**config.mk**
```make
export PLATFORM = sky130hd
export DESIGN_NAME = bit_sampler
export DESIGN_NICKNAME = d
export VERILOG_FILES = /design/src/rtl/bit_sampler.sv
export SDC_FILE = /design/constraint.sdc
export NUM_CORES = 1
export LEC_CHECK = 0
export BUFFER_PORTS_ARGS = -buffer_cell sky130_fd_sc_hd__buf_2
export CORE_AREA = 2 2 115 117
export CTS_BUF_LIST = sky130_fd_sc_hd__clkbuf_2 sky130_fd_sc_hd__clkbuf_4 sky130_fd_sc_hd__clkbuf_8
export DETAILED_ROUTE_END_ITERATION = 8
export DIE_AREA = 0 0 117 119
export GPL_TIMING_DRIVEN = 0
export SLEW_MARGIN = 20
export SYNTH_ARGS = -nofsm -noshare
export SYNTH_HDL_FRONTEND = slang
export SYNTH_SLANG_ARGS = --single-unit
```
**constraint.sdc**
```tcl
create_clock -name clk -period 7.8 [get_ports clk]
set_clock_uncertainty 0.1 [all_clocks]
set_input_delay 1.17 -clock clk [delete_from_list [all_inputs] [get_ports clk]]
set_output_delay 1.17 -clock clk [all_outputs]
set_load 0.02 [all_outputs]
```
**src/rtl/bit_sampler.sv**
```systemverilog
// Mid-bit serial sampler: re-aligns on every input edge, samples at half period,
// assembles MSB-first words onto a valid/ready output. Majority voting via BIT_SAMPLER_MAJORITY_EN.
module bit_sampler #(
  parameter int unsigned CLK_LEN  = 16,
  parameter int unsigned WORD_LEN = 8,
  parameter int unsigned SYNC_LEN = 2,
  parameter int unsigned MAX_RUN  = 16
) (
  input  logic                clk,
  input  logic                rst,
  input  logic                signal,
  input  logic [CLK_LEN-1:0]  bit_period,
  input  logic                period_valid,
  output logic                bit_out,
  output logic                bit_strobe,
  output logic [WORD_LEN-1:0] word_out,
  output logic                word_valid,
  input  logic                word_ready,
  output logic                locked,
  output logic                overflow
);

`ifdef BIT_SAMPLER_MAJORITY_EN
  localparam int unsigned MIN_PERIOD = 4;
`else
  localparam int unsigned MIN_PERIOD = 2;
`endif
  localparam int unsigned RUN_W = $clog2(MAX_RUN + 1);
  localparam int unsigned BIT_W = (WORD_LEN > 1) ? $clog2(WORD_LEN) : 1;
  localparam logic [RUN_W-1:0]   RUN_LIMIT = RUN_W'(MAX_RUN);
  localparam logic [BIT_W-1:0]   LAST_BIT  = BIT_W'(WORD_LEN - 1);
  localparam logic [CLK_LEN-1:0] PERIOD_MIN = CLK_LEN'(MIN_PERIOD);

  typedef enum logic [1:0] {IDLE, HUNT, TRACK} state_t;

  state_t               state;
  logic [SYNC_LEN-1:0]  sync_q;
  logic                 s_sync;
  logic                 s_prev;
  logic                 edge_det;
  logic [CLK_LEN-1:0]   period_q;
  logic [CLK_LEN-1:0]   ph;
  logic [CLK_LEN-1:0]   half;
  logic                 ph_last;
  logic [RUN_W-1:0]     run_cnt;
  logic [BIT_W-1:0]     bit_cnt;
  logic [WORD_LEN-1:0]  sh;
  logic                 word_done;
  logic                 period_ok;
  logic                 input_ok;
  logic                 sample_evt;
  logic                 sample_bit;
`ifdef BIT_SAMPLER_MAJORITY_EN
  logic [1:0]           maj_q;
`endif

  assign s_sync    = sync_q[SYNC_LEN-1];
  assign edge_det  = s_sync != s_prev;
  assign half      = period_q >> 1;
  assign ph_last   = ph == (period_q - CLK_LEN'(1));
  assign period_ok = period_q >= PERIOD_MIN;
  assign input_ok  = period_valid && (bit_period >= PERIOD_MIN);

  // An edge in the same cycle always wins, so no sample is taken on a realignment cycle.
`ifdef BIT_SAMPLER_MAJORITY_EN
  assign sample_evt = (state == TRACK) && !edge_det && (ph == half + CLK_LEN'(1));
  assign sample_bit = (maj_q[0] & maj_q[1]) | (maj_q[0] & s_sync) | (maj_q[1] & s_sync);
`else
  assign sample_evt = (state == TRACK) && !edge_det && (ph == half);
  assign sample_bit = s_sync;
`endif

  // NOTE: every register below uses <= so all branches read pre-edge values consistently.
  always_ff @(posedge clk) begin
    if (rst) begin
      state      <= IDLE;
      sync_q     <= '0;
      s_prev     <= 1'b0;
      period_q   <= '0;
      ph         <= '0;
      run_cnt    <= '0;
      bit_cnt    <= '0;
      sh         <= '0;
      word_done  <= 1'b0;
      bit_out    <= 1'b0;
      bit_strobe <= 1'b0;
      word_out   <= '0;
      word_valid <= 1'b0;
      locked     <= 1'b0;
      overflow   <= 1'b0;
`ifdef BIT_SAMPLER_MAJORITY_EN
      maj_q      <= '0;
`endif
    end else begin
      sync_q     <= {sync_q[SYNC_LEN-2:0], signal};
      s_prev     <= s_sync;
      bit_strobe <= 1'b0;

      // Output register: a completed word lands one cycle after its final strobe.
      if (word_valid && word_ready) word_valid <= 1'b0;
      if (word_done) begin
        word_done <= 1'b0;
        if (!word_valid || word_ready) begin
          word_out   <= sh;
          word_valid <= 1'b1;
        end else begin
          overflow <= 1'b1;
        end
      end

      if (edge_det) period_q <= bit_period;

      case (state)
        IDLE: begin
          // Track the live period while idle so the validity check has a real value on entry to HUNT.
          period_q <= bit_period;
          if (input_ok) state <= HUNT;
        end

        HUNT: begin
          if (!period_valid || !period_ok) begin
            state   <= IDLE;
            ph      <= '0;
            run_cnt <= '0;
            bit_cnt <= '0;
            sh      <= '0;
          end else if (edge_det) begin
            state   <= TRACK;
            locked  <= 1'b1;
            ph      <= '0;
            run_cnt <= '0;
            bit_cnt <= '0;
          end
        end

        TRACK: begin
          if (!period_valid || !period_ok) begin
            state   <= IDLE;
            locked  <= 1'b0;
            ph      <= '0;
            run_cnt <= '0;
            bit_cnt <= '0;
            sh      <= '0;
          end else if (edge_det) begin
            ph      <= '0;
            run_cnt <= '0;
          end else begin
            ph <= ph_last ? '0 : ph + CLK_LEN'(1);
`ifdef BIT_SAMPLER_MAJORITY_EN
            if (ph == half - CLK_LEN'(1)) maj_q[0] <= s_sync;
            if (ph == half)               maj_q[1] <= s_sync;
`endif
            if (sample_evt) begin
              if (run_cnt + RUN_W'(1) == RUN_LIMIT) begin
                // Too long without an edge: drop this sample and the partial word.
                state   <= HUNT;
                locked  <= 1'b0;
                run_cnt <= '0;
                bit_cnt <= '0;
                sh      <= '0;
              end else begin
                run_cnt    <= run_cnt + RUN_W'(1);
                bit_out    <= sample_bit;
                bit_strobe <= 1'b1;
                sh         <= {sh[WORD_LEN-2:0], sample_bit};
                if (bit_cnt == LAST_BIT) begin
                  bit_cnt   <= '0;
                  word_done <= 1'b1;
                end else begin
                  bit_cnt <= bit_cnt + BIT_W'(1);
                end
              end
            end
          end
        end

        default: state <= IDLE;
      endcase
    end
  end

endmodule

```
==> flow_metrics.env, run 1 <==
export IMPL_clock_root_buffer="clkbuf_8"
export IMPL_min_path_cells=1
export IMPL_cts_htree_levels=3
export IMPL_hp_start="sync_q[0]"
export IMPL_track_usage_pct=13.9
export IMPL_setup_ws_ns=4.60
export IMPL_drt_initial_drc_count=218
export IMPL_tightest_slew_ns=0.676
export IMPL_start_util_pct=28.9
export IMPL_ant_nets=0
export IMPL_rsz0062_at_grt="false"
export IMPL_die_x_um=117
export IMPL_reg2reg_slack_ns=4.60
export IMPL_place_congestion=0.858
export IMPL_tritoncts="done"
export IMPL_slew_viol_final=0
export IMPL_reg2reg_depth=11
export IMPL_synth_edf_count=0
export IMPL_setup_tns_ns=0
export IMPL_path_class="reg2reg"
export IMPL_synth_fp_nets=484
export IMPL_cp_arrival_ns=3.35
export IMPL_max_vdd_ir_drop_mv=0.103
export IMPL_cellPowerDensity_nw_per_um2=202
export IMPL_dpl_hpwl_mm=7.20
export IMPL_via_per_inst=4.85
export IMPL_grt_pass1_wl_mm=15.5
export IMPL_hold_end="sync_q[1]"
export IMPL_post_cts_resized=0
export IMPL_reg2reg_from="period_q[0]"
export IMPL_first_pass_iters=4
export IMPL_grt_overflow=0
export IMPL_setup_violations=0
export IMPL_hold_class="reg2reg"
export IMPL_synthArstFlopShare_pct=0
export IMPL_die_y_um=119
export IMPL_max_clock_freq_mhz=313
export IMPL_syn_area_per_cell_um2=8.23
export IMPL_synth_seq_cells=67
export IMPL_antenna_cells=0
export IMPL_synth_cells=453
export IMPL_dieArea_um2=13900
export IMPL_layout_nets=528
export IMPL_synth_warnings=0
export IMPL_reg2reg_to="ph[13]"
export IMPL_worst_path_max_fanout=10
export IMPL_wirelength_mm=9.24
export IMPL_syn_cell_area_um2=3730
export IMPL_ys_types=61
export IMPL_cts_hold_buf=0
export IMPL_clock_sinks=67
export IMPL_vias=3291
export IMPL_io_buffers=33
export IMPL_core_area_um2=12900
export IMPL_startpoint_type="flop"
export IMPL_grt_max_degree=14
export IMPL_final_common_cell="dfxtp_1"
export IMPL_p_leak_nw=1.76
export IMPL_clkLatencyLatePin_ns=0.36
export IMPL_drc=0
export IMPL_pre_cts_slack_ns=4.63
export IMPL_synth_ff_type="dfxtp_1"
export IMPL_finalHoldViolations=0
export IMPL_clkSlewWorstSetupHoldPaths_ns=0.08
export IMPL_cts_buffers=9
export IMPL_cts_buffer_depth=2
export IMPL_antenna_found_initial=0
export IMPL_rows=42
export IMPL_endpoint_kind="flop"
export IMPL_status="finished, final reports clean"
export IMPL_area_growth_pct=15.9
export IMPL_fin_crit_sh_pct=41.0
export IMPL_fillers=1383
export IMPL_first_global_vias=3198
export IMPL_cts_setup_buffers=0
export IMPL_ys_seq_area_share_pct=36.0
export IMPL_period_needed_ns=3.20
export IMPL_cp_required_ns=7.95
export IMPL_layout_drive_gt1_share_pct=14.3
export IMPL_io_pins=34
export IMPL_wl_per_cell_um=13.6
export IMPL_cp_startpoint="period_q[0]"
export IMPL_layout_common_cells="dfxtp_1 (67), nand2_1 (62), nor2_1 (43), buf_2 (38), a21oi_1 (26)"
export IMPL_drv_cap=0
export IMPL_maxSlewHeadroom_pct=54.5
==> critical path, cell delays in order, from the launching register on <==
cell and delay [ns]:
dfxtp_1 0.30, buf_2 0.16, inv_1 0.09, ha_1 0.22
nor3b_1 0.60, nand2_1 0.16, a211o_1 0.34, a2111oi_4 0.38
nand3_1 0.19, a21oi_2 0.26, buf_4 0.22, nor2_1 0.07
==> state kept, by name, indices dropped and copies added, names as in the netlist <==
register    cells
bit_out         1
ph             16
bit_cnt         3
run_cnt         5
locked          1
sync_q          2
overflow        1
state           2
word_out        8
period_q       16
word_done       1
sh              8
s_prev          1
word_valid      1
bit_strobe      1
==> per-stage QoR <==
stage,power [mW],utilization (%),hold slack [ns],cells,area [um2]
6_report,0.872,33.5,0.358,678,4320
5_1_grt,0.920,33.5,0.384,678,4320
4_1_cts,0.880,33.5,0.365,678,4310
3_5_place_dp,0.583,31.9,0.354,662,4110
3_3_place_gp,0.578,31.9,0.344,662,4110
2_1_floorplan,0.529,-,0.314,453,3730
==> final cells by class <==
| class | count | area (um2) | area share (%) |
|---|---|---|---|
| buffer | 30 | 130 | 3.01 |
| clock buffer | 9 | 124 | 2.87 |
| clock inverter | 7 | 77.6 | 1.80 |
| inverter | 10 | 37.5 | 0.869 |
| multi-input combinational | 346 | 2220 | 51.5 |
| sequential | 67 | 1340 | 31.1 |
| tap | 176 | 220 | 5.10 |
| timing repair buffer | 33 | 165 | 3.82 |
==> where the power goes <==
group / total (mW) / switching, mW / internal, mW
clock: 0.295 / 0.145 / 0.150
combinational: 0.207 / 0.130 / 0.0773
sequential: 0.370 / 0.0142 / 0.356
total: 0.872 / 0.289 / 0.583
==> synthesized netlist by cell type (3+ instances only) <==
master,number,share of area (%)
a21oi_1,26,3.5
a22o_1,7,1.6
a31oi_1,3,0.50
and3_1,7,1.2
and4_1,4,0.94
buf_1,3,0.30
buf_2,5,0.67
clkbuf_1,20,2.0
dfxtp_1,67,36
ha_1,10,3.4
inv_1,10,1.0
mux2i_1,13,3.5
nand2_1,62,6.2
nand2b_1,9,1.5
nand3_1,8,1.1
nand4_1,9,1.5
nor2_1,43,4.3
nor2b_1,6,1.0
nor3_1,9,1.2
nor3b_1,4,0.81
nor4_1,13,2.2
o2111ai_1,4,0.94
o211ai_1,3,0.60
o21ai_0,11,1.5
o21ai_1,3,0.40
or2_2,3,0.50
or3_1,6,1.0
or4_1,5,1.0
xnor2_1,18,4.2
xor2_1,24,5.6
==> cells by family (layout without fill, tap and decap cells) <==
| logic type | Yosys count | count (layout) | synth area share [%] |
|---|---|---|---|
| multiplexers | 14 | 14 | 3.79 |
| adder cells (fa/ha/maj) | 10 | 10 | 3.36 |
| AO/OA/AOI/OAI | 78 | 78 | 14.4 |
| AND/OR/NAND/NOR | 201 | 201 | 27.7 |
| XOR/XNOR | 43 | 43 | 10.3 |
| buffers and inverters | 40 | 89 | 4.50 |
| flip-flops | 67 | 67 | 36.0 |
==> routing by layer <==
layer	routed length, um	GRT usage (%)	up-vias
li1	-	-	1683
met1	4350	18.0	1558
met2	4530	22.4	42
met3	251	3.41	8
met4	110	4.78	0
met5	0	0	-
==> worst max-delay path by stage <==
| stage | end | slack [ns] | cells past startpoint |
|---|---|---|---|
| final | ph[13] | 4.60 | 11 |
| after CTS | ph[9] | 4.61 | 11 |
| after global placement | ph[9] | 4.68 | 11 |
| after detailed placement | ph[13] | 4.63 | 11 |
| after global routing | ph[9] | 4.37 | 11 |
| after floorplan | bit_cnt[1] | 5.06 | 9 |
Note: power is estimated with default switching activity, not from simulation.
==> run 2: changes to the inputs <==
==> constraint.sdc (replaced) <==
create_clock -name clk -period 2.9 [get_ports clk]
set_clock_uncertainty 0.1 [all_clocks]
set_input_delay 0.435 -clock clk [delete_from_list [all_inputs] [get_ports clk]]
set_output_delay 0.435 -clock clk [all_outputs]
set_load 0.02 [all_outputs]
==> flow_metrics.env, run 2 (synthesis results as in run 1) <==
export IMPL_status="finished, final reports clean"
export IMPL_fillers=1369
export IMPL_setup_tns_ns=0
export IMPL_clock_root_buffer="clkbuf_8"
export IMPL_hold_class="in2reg"
export IMPL_track_usage_pct=14.0
export IMPL_antenna_cells=0
export IMPL_finalHoldViolations=0
export IMPL_tritoncts="done"
export IMPL_io_pins=34
export IMPL_drt_initial_drc_count=226
export IMPL_regArea_um2=1340
export IMPL_top_regs="period_q: 16 flops, ph: 16 flops"
export IMPL_die_y_um=119
export IMPL_cts_buffer_depth=2
export IMPL_rsz0062_at_grt="false"
export IMPL_wl_per_cell_um=14.0
export IMPL_first_global_vias=3181
export IMPL_slew_viol_final=0
export IMPL_path_class="reg2reg"
export IMPL_fin_crit_sh_pct=96.5
export IMPL_antenna_found_initial=0
export IMPL_die_x_um=117
export IMPL_maxSlewHeadroom_pct=55.4
export IMPL_clock_sinks=67
export IMPL_via_per_inst=4.97
export IMPL_cts_htree_levels=3
export IMPL_grt_pass1_wl_mm=15.5
export IMPL_p_leak_nw=1.80
export IMPL_vias=3364
export IMPL_clkSlewWorstSetupHoldPaths_ns=0.08
export IMPL_dpl_hpwl_mm=7.20
export IMPL_dieArea_um2=13900
export IMPL_layout_drive_gt1_share_pct=18.8
export IMPL_drc=0
export IMPL_grt_overflow=0
export IMPL_core_area_um2=12900
export IMPL_multiInputGateArea_um2=2360
export IMPL_endpoint_kind="flop"
export IMPL_drv_cap=0
export IMPL_tightest_slew_ns=0.664
export IMPL_timing_hold_ws_ns=0.193
export IMPL_max_clock_freq_mhz=357
export IMPL_start_util_pct=28.9
export IMPL_cellPowerDensity_nw_per_um2=540
export IMPL_period_needed_ns=2.80
export IMPL_layout_nets=527
export IMPL_layout_common_cells="dfxtp_1 (65), nand2_1 (62), nor2_1 (43), buf_2 (37), a21oi_1 (26)"
export IMPL_cts_buffers=9
export IMPL_ant_nets=0
export IMPL_startpoint_type="flop"
export IMPL_area_growth_pct=20.1
export IMPL_wirelength_mm=9.49
export IMPL_io_buffers=33
export IMPL_worst_path_max_fanout=6
export IMPL_grt_max_degree=14
export IMPL_place_congestion=0.858
export IMPL_setup_violations=0
export IMPL_cp_arrival_ns=2.99
export IMPL_max_vdd_ir_drop_mv=0.285
export IMPL_clkLatencyLatePin_ns=0.36
export IMPL_first_pass_iters=5
export IMPL_rows=42
export IMPL_cp_required_ns=3.09
export IMPL_final_common_cell="dfxtp_1"
==> run 2: final cells by class <==
cell class,instances,share of cell area [%]
Tap cell,176,4.92
Multi-Input combinational cell,346,52.6
Clock buffer,9,2.77
Sequential cell,67,30.0
Clock inverter,7,1.73
Buffer,25,2.63
Timing Repair Buffer,37,4.45
Inverter,10,0.839
==> run 2: worst max-delay path: stages, from the launching register on <==
cell and delay [ns]:
dfxtp_2 0.36, xnor2_4 0.26, nand4_1 0.17, or4_4 0.53
or3_4 0.41, a21o_4 0.25, or4b_1 0.51, a21oi_1 0.15
==> run 2: what timing repair did <==
action | in CTS | in global routing
pin swaps | 2 | 7
cloned | 0 | 1
setup endpoints to repair | 25 | 17
setup buffers | 1 | 2
endpoints found under the hold margin | 0 | 0
gates resized for setup | 7 | 24
hold buffers | 0 | 0
==> run 2: per-stage QoR <==
step	utilization [%]	total power, mW	setup slack (ns)	area [um2]	cells
final	34.8	2.42	0.101	4480	677
after global routing	34.8	2.54	0.00160	4480	677
after CTS	33.8	2.38	0.00548	4350	677
after detailed placement	31.9	1.57	-0.273	4110	662
after global placement	31.9	1.56	-0.220	4110	662
after floorplan	-	1.42	0.155	3730	453
==> run 2: power by group <==
part	switching [mW]	internal, mW
Clock	0.392	0.404
Combinational	0.367	0.245
Sequential	0.0510	0.957
Total	0.810	1.61
==> run 2: routing by layer <==
layer	up-vias	routed length, um	track usage, %
li1	1686	-	-
met1	1598	4380	18.0
met2	65	4590	22.6
met3	15	316	3.41
met4	0	197	4.93
met5	-	0	0
==> run 2: path summary, 6_finish.rpt <==
kind / slack [ns] / depth (start not counted) / to / from
setup reg to reg: 0.10 / 7 / bit_cnt[1] / sync_q[1]
hold reg to reg: 0.35 / 1 / sync_q[1] / sync_q[0]
setup / recovery: 0.10 / 7 / bit_cnt[1] / sync_q[1]
hold / removal: 0.19 / 2 / sync_q[0] / signal
==> run 3: changes to the inputs <==
--- a/config.mk
+++ b/config.mk
@@ -6,11 +6,12 @@
 export NUM_CORES = 1
 export LEC_CHECK = 0
 export BUFFER_PORTS_ARGS = -buffer_cell sky130_fd_sc_hd__buf_2
-export CORE_AREA = 2 2 115 117
+export CORE_AREA = 2 2 92 94
 export CTS_BUF_LIST = sky130_fd_sc_hd__clkbuf_2 sky130_fd_sc_hd__clkbuf_4 sky130_fd_sc_hd__clkbuf_8
 export DETAILED_ROUTE_END_ITERATION = 8
-export DIE_AREA = 0 0 117 119
+export DIE_AREA = 0 0 94 96
 export GPL_TIMING_DRIVEN = 0
+export PLACE_DENSITY = 0.67
 export SLEW_MARGIN = 20
 export SYNTH_ARGS = -nofsm -noshare
 export SYNTH_HDL_FRONTEND = slang
==> flow_metrics.env, run 3 (synthesis results as in run 1) <==
export IMPL_switching_share_pct=32.7
export IMPL_cts_buffer_depth=2
export IMPL_top_regs="period_q: 16 flops, ph: 16 flops"
export IMPL_final_common_cell="dfxtp_1"
export IMPL_startpoint_type="flop"
export IMPL_layout_nets=528
export IMPL_vias=3403
export IMPL_comb_power_share_pct=23.5
export IMPL_clkLatencyLatePin_ns=0.35
export IMPL_grt_overflow=0
export IMPL_p_leak_nw=1.80
export IMPL_tritoncts="done"
export IMPL_setup_violations=0
export IMPL_cts_buffers=9
export IMPL_rsz0062_at_grt="true"
export IMPL_drv_cap=0
export IMPL_layout_drive_gt1_share_pct=17.5
export IMPL_first_global_vias=3167
export IMPL_die_x_um=94
export IMPL_p_total_mw=2.51
export IMPL_layout_common_cells="dfxtp_1 (67), nand2_1 (62), nor2_1 (43), buf_2 (37), a21oi_1 (26)"
export IMPL_hold_class="in2reg"
export IMPL_place_congestion=0.923
export IMPL_status="finished, final reports clean"
export IMPL_via_per_inst=5.61
export IMPL_period_needed_ns=2.81
export IMPL_dpl_cell_count=591
export IMPL_wl_per_cell_um=15.2
export IMPL_max_vdd_ir_drop_mv=0.363
export IMPL_cp_arrival_ns=2.98
export IMPL_placed_cell_area_um2=4020
export IMPL_drt_initial_drc_count=171
export IMPL_p_clk_share_pct=36.3
export IMPL_cellPowerDensity_nw_per_um2=574
export IMPL_fin_area_um2=4360
export IMPL_first_pass_iters=4
export IMPL_tightest_slew_ns=0.725
export IMPL_endpoint_kind="flop"
export IMPL_stdcell_count=607
export IMPL_die_y_um=96
export IMPL_maxSlewHeadroom_pct=51.3
export IMPL_p_seq_share_pct=40.2
export IMPL_setup_ws_ns=0.0899
export IMPL_cts_hold_buf=0
export IMPL_grt_pass1_wl_mm=15.3
export IMPL_track_usage_pct=21.3
export IMPL_area_growth_pct=17.1
export IMPL_worst_path_max_fanout=8
export IMPL_pre_cts_slack_ns=-0.205
export IMPL_rows=33
export IMPL_antenna_cells=0
export IMPL_timing_hold_ws_ns=0.201
export IMPL_power_net_switching_uw=818
export IMPL_slew_viol_final=0
export IMPL_dpl_hpwl_mm=6.73
export IMPL_hp_start="signal"
export IMPL_finalHoldViolations=0
export IMPL_ant_nets=0
export IMPL_io_pins=34
export IMPL_setup_tns_ns=0
export IMPL_max_clock_freq_mhz=356
export IMPL_grt_max_degree=15
export IMPL_antenna_found_initial=0
export IMPL_intPower_mw=1.69
export IMPL_path_class="reg2reg"
export IMPL_dieArea_um2=9020
export IMPL_drc=0
export IMPL_wirelength_mm=9.23
export IMPL_clock_root_buffer="clkbuf_8"
export IMPL_cp_startpoint="ph[7]"
export IMPL_final_util_pct=54.2
export IMPL_clock_sinks=67
export IMPL_start_util_pct=46.3
export IMPL_io_buffers=33
export IMPL_core_area_um2=8050
export IMPL_fin_crit_sh_pct=96.9
export IMPL_reg2reg_from="ph[7]"
export IMPL_cp_required_ns=3.07
export IMPL_cts_htree_levels=3
export IMPL_clkSlewWorstSetupHoldPaths_ns=0.09
-- run 3: cell count changes in the layout (fill, tap and decap cells not counted), moves of 2 or more --
cell / delta
inv_6: +3
dfxtp_2: -2
clkinv_4: -3
dfxtp_1: +2
clkinv_2: -2
buf_4: +2
-- run 3: power by group through the flow --
stage,Combinational (mW),Sequential [mW],Clock (mW)
floorplan,0.413,1.01,0
global placement,0.533,1.01,0
detailed placement,0.544,1.02,0
CTS,0.558,0.996,0.918
global route,0.649,1.01,0.965
finish,0.589,1.01,0.911
-- run 3: repair_timing --
action | CTS | global route
cloned | 0 | 0
endpoints found under the setup margin | 24 | 27
buffers inserted | 1 | 4
resized for setup | 4 | 14
pin swaps | 1 | 4
-- run 3: worst paths after layout --
path / end / slack (ns) / cells after the start
worst max-delay path: bit_cnt[1] / 0.09 / 7
worst min-delay path: sync_q[0] / 0.20 / 2
worst min register to register: bit_cnt[1] / 0.37 / 2
worst max register to register: bit_cnt[1] / 0.09 / 7
-- run 3: per-layer routing --
metal  track usage, %  wire [um]  share of wire (%)
met2             33.0       4270                 46
met4             8.21        182                2.0
met5                0          0                  0
met3             3.99        349                3.8
met1             29.6       4430                 48
-- run 3: worst max-delay path, stage by stage, from the launching register on --
cell,delay (ns)
dfxtp_1,0.53
xnor2_1,0.16
nand4_1,0.12
or4_4,0.53
or3_4,0.40
a21o_1,0.25
or4b_1,0.51
a21oi_1,0.14
-- run 3: area by class of cell --
class / count / area [um2]
Multi-Input combinational cell: 346 / 2300
Clock inverter: 7 / 105
Sequential cell: 67 / 1340
Fill cell: 775 / 3690
Timing Repair Buffer: 38 / 203
Inverter: 10 / 37.5
Tap cell: 105 / 131
Buffer: 25 / 118
Clock buffer: 9 / 124
